### src/rtl/rc4_search_sequencer.sv
// Key-search sequencer: walks keys KEY_FIRST..KEY_LAST through init/shuffle/read/decrypt sub-FSMs.
// Latency: one CLEAR cycle per key plus the four phase durations and one NEXT_KEY cycle; watchdog per phase.
// Backpressure: each phase start level is held until that phase's done flag; stop aborts any state to IDLE.
module rc4_search_sequencer #(
    parameter int unsigned            KEY_WIDTH      = 24,
    parameter logic [KEY_WIDTH-1:0]   KEY_FIRST      = '0,
    parameter logic [KEY_WIDTH-1:0]   KEY_LAST       = KEY_WIDTH'(24'h3FFFFF),
    parameter int unsigned            TIMEOUT_CYCLES = 4096
) (
    input  logic                 CLOCK_50,
    input  logic                 reset_n,
    input  logic                 start,
    input  logic                 stop,
    input  logic                 s_i_i_done,
    input  logic                 shuffle_done,
    input  logic                 s_read_done,
    input  logic                 decrypt_done,
    input  logic                 decrypt_valid,
    output logic                 start_s_i_i,
    output logic                 start_shuffle,
    output logic                 s_data_read_start,
    output logic                 start_decrypt,
    output logic                 reset_all,
    output logic [KEY_WIDTH-1:0] current_key,
    output logic [3:0]           current_state,
    output logic                 busy,
    output logic                 found,
    output logic                 exhausted,
    output logic                 timeout_err
);

    typedef enum logic [3:0] {
        ST_IDLE      = 4'd0,
        ST_CLEAR     = 4'd1,
        ST_INIT      = 4'd2,
        ST_SHUFFLE   = 4'd3,
        ST_READ_S    = 4'd4,
        ST_DECRYPT   = 4'd5,
        ST_NEXT_KEY  = 4'd6,
        ST_FOUND     = 4'd7,
        ST_EXHAUSTED = 4'd8,
        ST_FAULT     = 4'd9
    } state_t;

    localparam int unsigned   WD_W   = $clog2(TIMEOUT_CYCLES + 1);
    // Expiry is judged on the value the counter is about to reach, so FAULT
    // lands TIMEOUT_CYCLES-1 edges after phase entry.
    localparam logic [WD_W-1:0] WD_EXP = WD_W'(TIMEOUT_CYCLES - 2);

    state_t               state_q, state_d;
    logic [KEY_WIDTH-1:0] key_q, key_d;
    logic [WD_W-1:0]      wdog_q, wdog_d;
    logic                 terr_q, terr_d;

    logic phase_done;
    logic wd_expired;

    always_ff @(posedge CLOCK_50 or negedge reset_n) begin
        if (!reset_n) begin
            state_q <= ST_IDLE;
            key_q   <= KEY_FIRST;
            wdog_q  <= '0;
            terr_q  <= 1'b0;
        end else begin
            state_q <= state_d;
            key_q   <= key_d;
            wdog_q  <= wdog_d;
            terr_q  <= terr_d;
        end
    end

    always_comb begin
        state_d    = state_q;
        key_d      = key_q;
        terr_d     = terr_q;
        phase_done = 1'b0;
        wd_expired = (wdog_q == WD_EXP);

        case (state_q)
            ST_IDLE: begin
                if (start && !stop) begin
                    key_d   = KEY_FIRST;
                    terr_d  = 1'b0;
                    state_d = ST_CLEAR;
                end
            end
            ST_CLEAR: state_d = ST_INIT;
            ST_INIT: begin
                phase_done = s_i_i_done;
                if (phase_done) state_d = ST_SHUFFLE;
            end
            ST_SHUFFLE: begin
                phase_done = shuffle_done;
                if (phase_done) state_d = ST_READ_S;
            end
            ST_READ_S: begin
                phase_done = s_read_done;
                if (phase_done) state_d = ST_DECRYPT;
            end
            ST_DECRYPT: begin
                phase_done = decrypt_done;
                if (phase_done) state_d = decrypt_valid ? ST_FOUND : ST_NEXT_KEY;
            end
            ST_NEXT_KEY: begin
                if (key_q == KEY_LAST) begin
                    state_d = ST_EXHAUSTED;
                end else begin
                    key_d   = key_q + KEY_WIDTH'(1);
                    state_d = ST_CLEAR;
                end
            end
            ST_FOUND, ST_EXHAUSTED, ST_FAULT: state_d = state_q;
            default: state_d = ST_IDLE;
        endcase

        // A done flag on the expiry cycle takes priority over the watchdog.
        if ((state_q == ST_INIT || state_q == ST_SHUFFLE ||
             state_q == ST_READ_S || state_q == ST_DECRYPT) &&
            !phase_done && wd_expired) begin
            state_d = ST_FAULT;
            terr_d  = 1'b1;
        end

        if (stop && state_q != ST_IDLE) begin
            state_d = ST_IDLE;
            key_d   = key_q;
            terr_d  = terr_q;
        end

        wdog_d = '0;
        if ((state_d == ST_INIT || state_d == ST_SHUFFLE ||
             state_d == ST_READ_S || state_d == ST_DECRYPT) &&
            state_d == state_q) begin
            wdog_d = wdog_q + WD_W'(1);
        end
    end

    assign start_s_i_i       = (state_q == ST_INIT);
    assign start_shuffle     = (state_q == ST_SHUFFLE);
    assign s_data_read_start = (state_q == ST_READ_S);
    assign start_decrypt     = (state_q == ST_DECRYPT);
    assign reset_all         = (state_q == ST_CLEAR);
    assign current_key       = key_q;
    assign current_state     = state_q;
    assign busy              = (state_q >= ST_CLEAR) && (state_q <= ST_NEXT_KEY);
    assign found             = (state_q == ST_FOUND);
    assign exhausted         = (state_q == ST_EXHAUSTED);
    assign timeout_err       = terr_q;

endmodule

### config.mk
export PLATFORM = sky130hd
export DESIGN_NAME = rc4_search_sequencer
export DESIGN_NICKNAME = d
export VERILOG_FILES = /design/src/rtl/rc4_search_sequencer.sv
export SDC_FILE = /design/constraint.sdc
export NUM_CORES = 1
export LEC_CHECK = 0
export BUFFER_PORTS_ARGS = -buffer_cell sky130_fd_sc_hd__buf_4
export CAP_MARGIN = 10
export CORE_UTILIZATION = 55
export DETAILED_ROUTE_END_ITERATION = 6
export PLACE_DENSITY = 0.79
export SLEW_MARGIN = 20
export SYNTH_ARGS = -nofsm -noshare
export SYNTH_HDL_FRONTEND = slang
export SYNTH_SLANG_ARGS = --single-unit
### constraint.sdc
create_clock -name CLOCK_50 -period 3.5 [get_ports CLOCK_50]
set_input_delay 0.875 -clock CLOCK_50 [delete_from_list [all_inputs] [get_ports CLOCK_50]]
set_output_delay 0.875 -clock CLOCK_50 [all_outputs]
set_load 0.005 [all_outputs]
## Word level (Yosys, flattened, before mapping)

Index checks and enable logic that the tools add are counted.

| word-level totals | value |
|---|---|
| output and inout bits | 37 |
| bits of input ports | 9 |
| bits in registers | 42 |

| operators by class | value |
|---|---|
| equal/unequal tests | 18 |
| $lt $le $gt $ge | 2 |
| multiplexer cells | 18 |
| bitwise gates (word level) | 1 |
| reduce and logical (&&, ||, !) cells | 22 |
| $add $sub $neg | 2 |

Operators with widths:

| operator | number |
|---|---|
| $mux W24 | 2 |
| $pmux W24 S2 | 1 |
| $mux W4 | 8 |
| $pmux W4 S8 | 1 |
| $add A24 B1 Y24 const B | 1 |
| $eq A24 B22 Y1 const B | 1 |
| $eq A4 B3 Y1 const B | 6 |
| $eq A4 B2 Y1 const B | 4 |
| $add A13 B1 Y13 const B | 1 |
| $eq A13 B12 Y1 const B | 1 |
| $mux W13 | 1 |
| $eq A4 B4 Y1 const B | 2 |
| $logic_and A1 B1 Y1 | 6 |
| $logic_or A1 B1 Y1 | 6 |
| $reduce_bool A2 Y1 | 3 |
| $eq A4 B1 Y1 const B | 1 |
| $eq A4 B4 Y1 | 1 |
| $ge A4 B1 Y1 const B | 1 |
| $le A4 B3 Y1 const B | 1 |
| $logic_not A4 Y1 | 1 |
| $mux W1 | 4 |
| $ne A2 B2 Y1 const B | 2 |
| $pmux W1 S4 | 1 |
| $reduce_and A4 Y1 | 1 |
| 5 further kinds | 6 |

## Logic depth before layout (Yosys ltp)

Gate-level depths: netlist of run 1.

| logic depth | value |
|---|---|
| depth after elaboration | 14 |
| depth in mapped cells | 8 |
| mapped depth without buffers | 7 |

## Least setup slack after synthesis of run 1

Ideal clock, no wire load.

| timing path | value |
|---|---|
| kind | input to register |
| from | input port stop |
| to | register key_q[19] (netlist: current_key[19]) |
| cell stages on the path | 5 |
| path buffers | 0 |
| slack | 1.313 ns |
| arrival | 2.110 ns |
| required time | 3.422 ns |
| cells stage by stage | nor3_1 o211a_1 nand2_1 or4_1 a21oi_1 |

| between the ends | value |
|---|---|
| word-level cells in the longest chain between the ends | 4 |

RTL lines:

| element | RTL line | text |
|---|---|---|
| start: declaration | 13 | `input logic stop,` |
| $logic_not A1 Y1 | 81 | `if (start && !stop) begin` |
| $logic_and A1 B1 Y1 | 81 |  |
| $ne A2 B2 Y1 (no line) | -- |  |
| $reduce_and A4 Y1 (no line) * | -- |  |
| end signal: assignment | 66 | `key_q <= key_d;` |
| end: declaration | 51 | `logic [KEY_WIDTH-1:0] key_q, key_d;` |

Mark *: on every way between the ends. The rest lies on a longest branch, timed or not.
A chain may end at the register's enable or synchronous reset.

## Final worst setup path of run 1

| timing path | value |
|---|---|
| from | register state_q[2] (netlist: current_state[2]) |
| to | register key_q[21] (netlist: current_key[21]) |

| between the ends | value |
|---|---|
| word-level cells in the longest chain between the ends | 4 |

RTL lines:

| element | RTL line | text |
|---|---|---|
| start: declaration | 50 | `state_t state_q, state_d;` |
| start signal: assignment | 65 | `state_q <= state_d;` |
| parallel branches: the longest is 4 deep, another holds $eq A4 B3 Y1 | -- |  |

Parallel ways; which one is timed is not known.

==> results of run 1 <==
## metal layers
layer / global-route usage [%] / vias up / wire length [um]
li1: - / 1147 / -
met1: 31.9 / 1128 / 2660
met2: 41.7 / 68 / 2780
met3: 5.05 / 10 / 273
met4: 9.11 / 0 / 83
met5: 0 / - / 0
## cells by family after synthesis
kind of cell | synth area share, %
compound gates | 15.3
xor+xnor | 4.48
fa+ha+maj | 1.48
buf+inv | 3.64
flops | 41.4
mux | 0.788
simple gates | 32.9
## metrics by stage
step / utilization (%) / cell area, sq um / worst slack (ns)
detailed placement: 65.9 / 2890 / 0.928
global route: 68.0 / 2980 / 0.642
CTS: 68.0 / 2980 / 0.903
global placement: 65.9 / 2890 / 1.01
finish: 68.0 / 2980 / 0.874
floorplan: - / 2540 / 1.31
## cell usage in the layout (no fill, tap or decap), types with 8 or more instances in the layout
master   netlist  final
nand2_1       26     26
nor3_1        12     12
nor2_1        25     25
buf_4          0     47
or4_1         11     11
o21ai_0       12     12
or3_1          9      9
o31ai_1        9      9
a21oi_1       20     20
nand3_1       17     17
xor2_1         8      8
dfrtp_1       42     42
nand4_1       11     11
## report_power, final
group	leakage, nW	switching (W)	internal (W)	total (W)
Clock	0.0408	0.000185	0.000143	0.000328
Combinational	0.667	0.000169	0.000165	0.000335
Sequential	0.583	0.0000773	0.000505	0.000582
## area by class of cell
type,count,area [sq um],area share [%]
clock inverter,3,23.8,0.797
multi-input combinational,228,1400,47.0
timing repair buffer,47,353,11.8
clock buffer,5,68.8,2.31
sequential,42,1050,35.2
inverter,5,18.8,0.629
tap,52,65.1,2.18
## sequential cells by signal, summed over array words and instances (netlist names)
signal / cells
wdog_q: 13
current_state: 4
timeout_err: 1
current_key: 24
## critical path, delay by kind of cell (launching register included)
family                 cells  cell delay [ns]
buffers and inverters      1             0.27
AOI/OAI and AO/OA          1             0.06
DFF                        1             0.78
and+or+nand+nor            4             1.40
## worst paths after layout
| path | startpoint | endpoint | slack (ns) |
|---|---|---|---|
| max | current_state[2] | current_key[21] | 0.87 |
| min | timeout_err | timeout_err | 0.51 |
| max reg2reg | current_state[2] | current_key[21] | 0.87 |
| min reg2reg | timeout_err | timeout_err | 0.51 |
| max in group asynchronous | reset_n | wdog_q[3] | 2.57 |
| min in group asynchronous | reset_n | current_key[21] | 0.55 |
==> results.cfg, run 1 <==
[logic_synthesis]
ys.flop_type = dfrtp_1
synth_common_cells = 42 x dfrtp_1, 26 x nand2_1, 25 x nor2_1
ys_top_cells_by_area = dfrtp_1 41%, a21oi_1 3.9%, nand2_1 3.8%
synth.most_common_cell = dfrtp_1
async_flop_share_pct = 100
yosys.area.top_type = dfrtp_1
syn-num-nets = 301
seq_area_frac_synth_pct = 41.4
netlist.area_leader.share_pct = 41.4
yosys.cell_types.count = 51
ys_ff_latch = 42
syn_area_sq_um = 2540
synth-edff-count = 0
syn_area_per_cell_sq_um = 8.79
syn_inst = 289
synth_warnings = 0

[floorplanning]
initial_core_util_pct = 57.9
dieHeight_um = 70.0
fp.dieW_um = 70.0
core_area_sq_um = 4380
num_rows = 24
io_pins = 46
dieArea_sq_um = 4890

[critical_path]
crit_chain = nor4bb_1 -> nand2_1 -> nor3_1 -> buf_4 -> or4_1 -> a21oi_1
worstSetupStartpointType = register
crit_slowest_cell = dfrtp_1
required_ns = 3.68
crit_arrival_ns = 2.81
max_stage_delay_ns = 0.78
setup.worst_path.end_class = register
critPathKind = register to register
worstPathMaxFanout = 24
ff2ff_path_depth = 6

[layout]
final_nets = 341
area_delta_synth_final_pct = 17.4
final_cell_count_no_fill = 382
layout-drive-gt1-share_pct = 18.5
fill_cells = 402
antennaDiodeCount = 0

[drt]
detail-route-antenna-nets = 0
firstDrtPassIters = 4
drt-initial-drc-count = 222
vias_per_cell = 6.16
vias = 2353
wire_per_inst_um = 15.2
finalWirelength_um = 5790
drc = 0

[sta]
rsz0062_at_grt = no
relSlewSlack_pct = 55.0
period_needed_ns = 2.63
hold_ws_ns = 0.509
setup_viol_count_final = 0
tns_ns = 0
drv_slew = 0
timing.final.crit_share_pct = 75.0
hold_viol = 0
fmax_mhz = 381
worst_slew_pin_slew_ns = 0.675
skew_ns = 0.0107

[clock_tree]
cts_tree = done
clkSlewWorstSetupHoldPaths_ns = 0.09
cts_resized = 0
insertion_delay_ns = 0.30
cts_buffer_depth = 2
cts_setup_buffers = 0
cts_hold_buf = 0
cts_made_buffers = 5
htree_num_levels = 2
cts_sinks = 42
cts_root_buf = clkbuf_8

[global_route]
grt_pass1_vias = 2226
grt_max_degree = 43
grt_overflow = 0
grt_util_all_layers_pct = 24.9
grt_pass1_wl_um = 9920
antenna_found_initial = 0

[power]
power.leakage_nw = 1.29
ir_drop_uv = 280
power_density_nw_per_um2 = 417
power.total_w = 0.00124

[hold_path]
hp-class = register to register
holdPathStages = 2

[place]
routabilityCongestion = 0.855
hpwl_um = 4080
io_buffers = 45
place_inst = 374

[run]
maxCapViolCount = 0

[outcome]
status = finished clean
Power figures use the tool's default switching activity.
==> inputs of run 2 (changes only) <==
==> constraint.sdc (replaced) <==
create_clock -name CLOCK_50 -period 2.73 [get_ports CLOCK_50]
set_input_delay 0.6825 -clock CLOCK_50 [delete_from_list [all_inputs] [get_ports CLOCK_50]]
set_output_delay 0.6825 -clock CLOCK_50 [all_outputs]
set_load 0.005 [all_outputs]
==> results.cfg, run 2 (same netlist as run 1, synthesis figures left out) <==
[outcome]
status = finished clean

[power]
ir_drop_uv = 432
power.leakage_nw = 1.33
power_density_nw_per_um2 = 532
power.total_w = 0.00161

[sta]
tns_ns = 0
rsz0062_at_grt = no
drv_slew = 0
fmax_mhz = 452
setup_viol_count_final = 0
worst_slack_ns = 0.515
period_needed_ns = 2.21
timing.final.crit_share_pct = 81.1
relSlewSlack_pct = 64.1
worst_slew_pin_slew_ns = 0.532
hold_viol = 0
skew_ns = 0.00828

[hold_path]
hp-class = input pin to asynchronous set/reset pin

[layout]
fill_cells = 383
final_nets = 347
layout-drive-gt1-share_pct = 19.9
final_common_cell = buf_4
layout_common_cells = 53 x buf_4, 42 x dfrtp_1, 26 x nand2_1
largest_register_ffs = 24
stdcell_area_sq_um = 3020
area_delta_synth_final_pct = 19.1
antennaDiodeCount = 0

[clock_tree]
cts_made_buffers = 5
cts_hold_buf = 0
cts_resized = 0
htree_num_levels = 2
cts_buffer_depth = 2
cts_root_buf = clkbuf_8
cts_setup_buffers = 0
clkSlewWorstSetupHoldPaths_ns = 0.09
insertion_delay_ns = 0.30
cts_tree = done
cts_sinks = 42

[run]
maxCapViolCount = 0

[drt]
finalWirelength_um = 6100
vias = 2391
firstDrtPassIters = 4
wire_per_inst_um = 15.7
detail-route-antenna-nets = 0
vias_per_cell = 6.16
drc = 0
drt-initial-drc-count = 300

[floorplanning]
core_area_sq_um = 4380
io_pins = 46
num_rows = 24
initial_core_util_pct = 57.9
dieHeight_um = 70.0
fp.dieW_um = 70.0
dieArea_sq_um = 4890

[place]
placed_cell_area_sq_um = 2930
io_buffers = 45
routabilityCongestion = 0.866
hpwl_um = 4310
pre_cts_ws_ns = 0.354

[global_route]
grt_util_all_layers_pct = 25.9
grt_pass1_wl_um = 10100
antenna_found_initial = 0
grt_pass1_vias = 2175
grt_max_degree = 43
grt_overflow = 0

[critical_path]
worstPathMaxFanout = 13
crit_chain = or4_4 -> or3b_1 -> and3_4 -> nand3_2 -> nor2_1
required_ns = 2.91
critPathKind = register to register
crit_slowest_cell = or3b_1
crit_arrival_ns = 2.39
max_stage_delay_ns = 0.55
setup.worst_path.end_class = register
worstSetupStartpointType = register
## run 2: changes by cell type in the layout (fill, tap and decap cells not counted)
cell | before | now
inv_6 | 1 | 0
buf_4 | 47 | 53
clkinv_2 | 0 | 1
clkinvlp_4 | 2 | 1
clkinv_4 | 0 | 1
## run 2: cell type report
type | instances | area, sq um | share of cell area, %
clock buffer | 5 | 68.8 | 2.28
clock inverter | 3 | 21.3 | 0.703
inverter | 5 | 18.8 | 0.621
multi-input combinational | 228 | 1400 | 46.3
sequential | 42 | 1050 | 34.8
tap | 52 | 65.1 | 2.15
timing repair buffer | 53 | 398 | 13.2
## run 2: critical path, delay by kind of cell, from the launching register on
family,cells,cell delay [ns]
AND/OR/NAND/NOR,5,1.64
flip-flops,1,0.47
## run 2: where the power goes
part | switching (W) | total (W) | internal [W]
clock network | 0.000227 | 0.000407 | 0.000180
registers | 0.0000351 | 0.000684 | 0.000649
logic | 0.000288 | 0.000519 | 0.000231
total | 0.000550 | 0.00161 | 0.00106
## run 2: final timing paths
kind	depth (start not counted)	slack [ns]	endpoint	start
min in group CLOCK_50	2	0.50	timeout_err	timeout_err
max in group asynchronous	1	2.00	current_state[3]	reset_n
worst min-delay path	1	0.36	current_key[21]	reset_n
worst max register to register	5	0.52	wdog_q[4]	current_state[3]
worst min register to register	2	0.50	timeout_err	timeout_err
worst max-delay path	5	0.52	wdog_q[4]	current_state[3]
## run 2: metal layers
metal / vias up / global-route usage (%) / wire [um]
met4: 0 / 8.89 / 54
met1: 1158 / 34.6 / 2770
met2: 71 / 42.4 / 3000
met5: - / 0 / 0
met3: 6 / 4.91 / 278
li1: 1156 / - / -
## run 2: stage by stage
step	instances	hold WS [ns]	util, %
final	388	0.358	69.0
after detailed placement	380	0.478	66.9
after CTS	388	0.371	69.0
after global routing	388	0.392	69.0
after global placement	380	0.479	66.9
after floorplan	289	0.387	-
==> inputs of run 3 (changes only) <==
==> constraint.sdc (replaced) <==
create_clock -name CLOCK_50 -period 2.2 [get_ports CLOCK_50]
set_input_delay 0.55 -clock CLOCK_50 [delete_from_list [all_inputs] [get_ports CLOCK_50]]
set_output_delay 0.55 -clock CLOCK_50 [all_outputs]
set_load 0.005 [all_outputs]
==> results.cfg, run 3 (same netlist as run 1, synthesis figures left out) <==
[sta]
drv_slew = 0
period_needed_ns = 2.09
skew_ns = 0.00649
hold_viol = 0
relSlewSlack_pct = 63.9
tns_ns = 0
rsz0062_at_grt = no
worst_slew_pin_slew_ns = 0.542
setup_viol_count_final = 0
fmax_mhz = 479
timing.final.crit_share_pct = 94.9

[hold_path]
hp-class = input pin to asynchronous set/reset pin

[clock_tree]
insertion_delay_ns = 0.30
cts_root_buf = clkbuf_8
cts_hold_buf = 0
cts_made_buffers = 5
cts_tree = done
clkSlewWorstSetupHoldPaths_ns = 0.08
cts_buffer_depth = 2
htree_num_levels = 2
cts_sinks = 42
cts_setup_buffers = 0

[layout]
final_nets = 355
area_delta_synth_final_pct = 22.2
largest_register_ffs = 24
fill_cells = 360
final_common_cell = buf_4
final_cell_count_no_fill = 396
antennaDiodeCount = 0
multiInputGateArea_sq_um = 1410
seq_area_sq_um = 1050
layout-drive-gt1-share_pct = 22.4
layout_common_cells = 60 x buf_4, 41 x dfrtp_1, 26 x nand2_1

[drt]
drc = 0
wire_per_inst_um = 16.0
vias = 2491
detail-route-antenna-nets = 0
drt-initial-drc-count = 173
finalWirelength_um = 6340
vias_per_cell = 6.29
firstDrtPassIters = 7

[critical_path]
critPathKind = register to output port
crit_family = buffers and inverters
crit_chain = buf_4 -> buf_4 -> inv_1 -> nor2_1 -> nor3_1 -> buf_4
max_stage_delay_ns = 0.46
cp_common_cell = buf_4
crit_arrival_ns = 1.54
required_ns = 1.65
worstSetupStartpointType = register
crit_slowest_cell = dfrtp_2
setup.worst_path.end_class = output port
worstPathMaxFanout = 13
worst-path-buf-inv = 4

[power]
ir_drop_uv = 482
power.leakage_nw = 1.37
power_density_nw_per_um2 = 660

[place]
io_buffers = 45
place_inst = 388
hpwl_um = 4440
routabilityCongestion = 0.836

[floorplanning]
dieHeight_um = 70.0
initial_core_util_pct = 57.9
fp.dieW_um = 70.0
core_area_sq_um = 4380
dieArea_sq_um = 4890
num_rows = 24
io_pins = 46

[global_route]
antenna_found_initial = 0
grt_overflow = 0
grt_util_all_layers_pct = 26.7
grt_pass1_vias = 2261
grt_pass1_wl_um = 10400
grt_max_degree = 43

[outcome]
status = finished clean

[run]
maxCapViolCount = 0
run 3: cell types whose count changed in the layout (fill, tap and decap cells not counted), sizes merged:
cell  change
buf       +8
run 3: worst paths after layout:
path,end,start,slack (ns),depth (start not counted)
min in group CLOCK_50,current_state[3],stop,0.48,2
worst min register to register,timeout_err,timeout_err,0.51,2
max in group asynchronous,current_state[2],reset_n,1.57,1
worst max register to register,current_key[3],current_state[0],0.19,6
worst min-delay path,current_key[20],reset_n,0.23,1
worst max-delay path,busy,current_state[2],0.11,6
run 3: layout make-up:
| cell class | count | area share (%) |
|---|---|---|
| Timing Repair Buffer | 61 | 15.2 |
| Inverter | 5 | 0.605 |
| Tap cell | 52 | 2.10 |
| Multi-Input combinational cell | 228 | 45.3 |
| Clock inverter | 3 | 0.685 |
| Sequential cell | 42 | 33.9 |
| Clock buffer | 5 | 2.22 |
run 3: through the flow:
step / hold WS [ns] / worst slack [ns] / power, W / instance area [sq um] / util (%)
finish: 0.233 / 0.113 / 0.00205 / 3100 / 70.8
global route: 0.270 / 0.0221 / 0.00216 / 3100 / 70.8
CTS: 0.245 / 0.0899 / 0.00205 / 3100 / 70.6
detailed placement: 0.478 / 0.144 / 0.00156 / 3010 / 68.6
global placement: 0.474 / 0.199 / 0.00154 / 3010 / 68.6
floorplan: 0.254 / 0.186 / 0.00130 / 2540 / -
run 3: layer usage:
metal	GRT usage, %	vias to the layer above	share of wire, %
met5	0	-	0
met4	10.7	0	1.6
met3	5.05	13	5.7
met2	47.2	99	51
met1	31.8	1204	42
li1	-	1175	-
run 3: report_power, final:
| group | internal [W] | switching (W) |
|---|---|---|
| clock network | 0.000223 | 0.000278 |
| registers | 0.000806 | 0.0000412 |
| logic | 0.000328 | 0.000372 |
| total | 0.00136 | 0.000691 |
run 3: timing repair:
action,CTS,global route
gates resized for setup,0,2
endpoints found under the setup margin,0,5
hold endpoints to repair,0,0
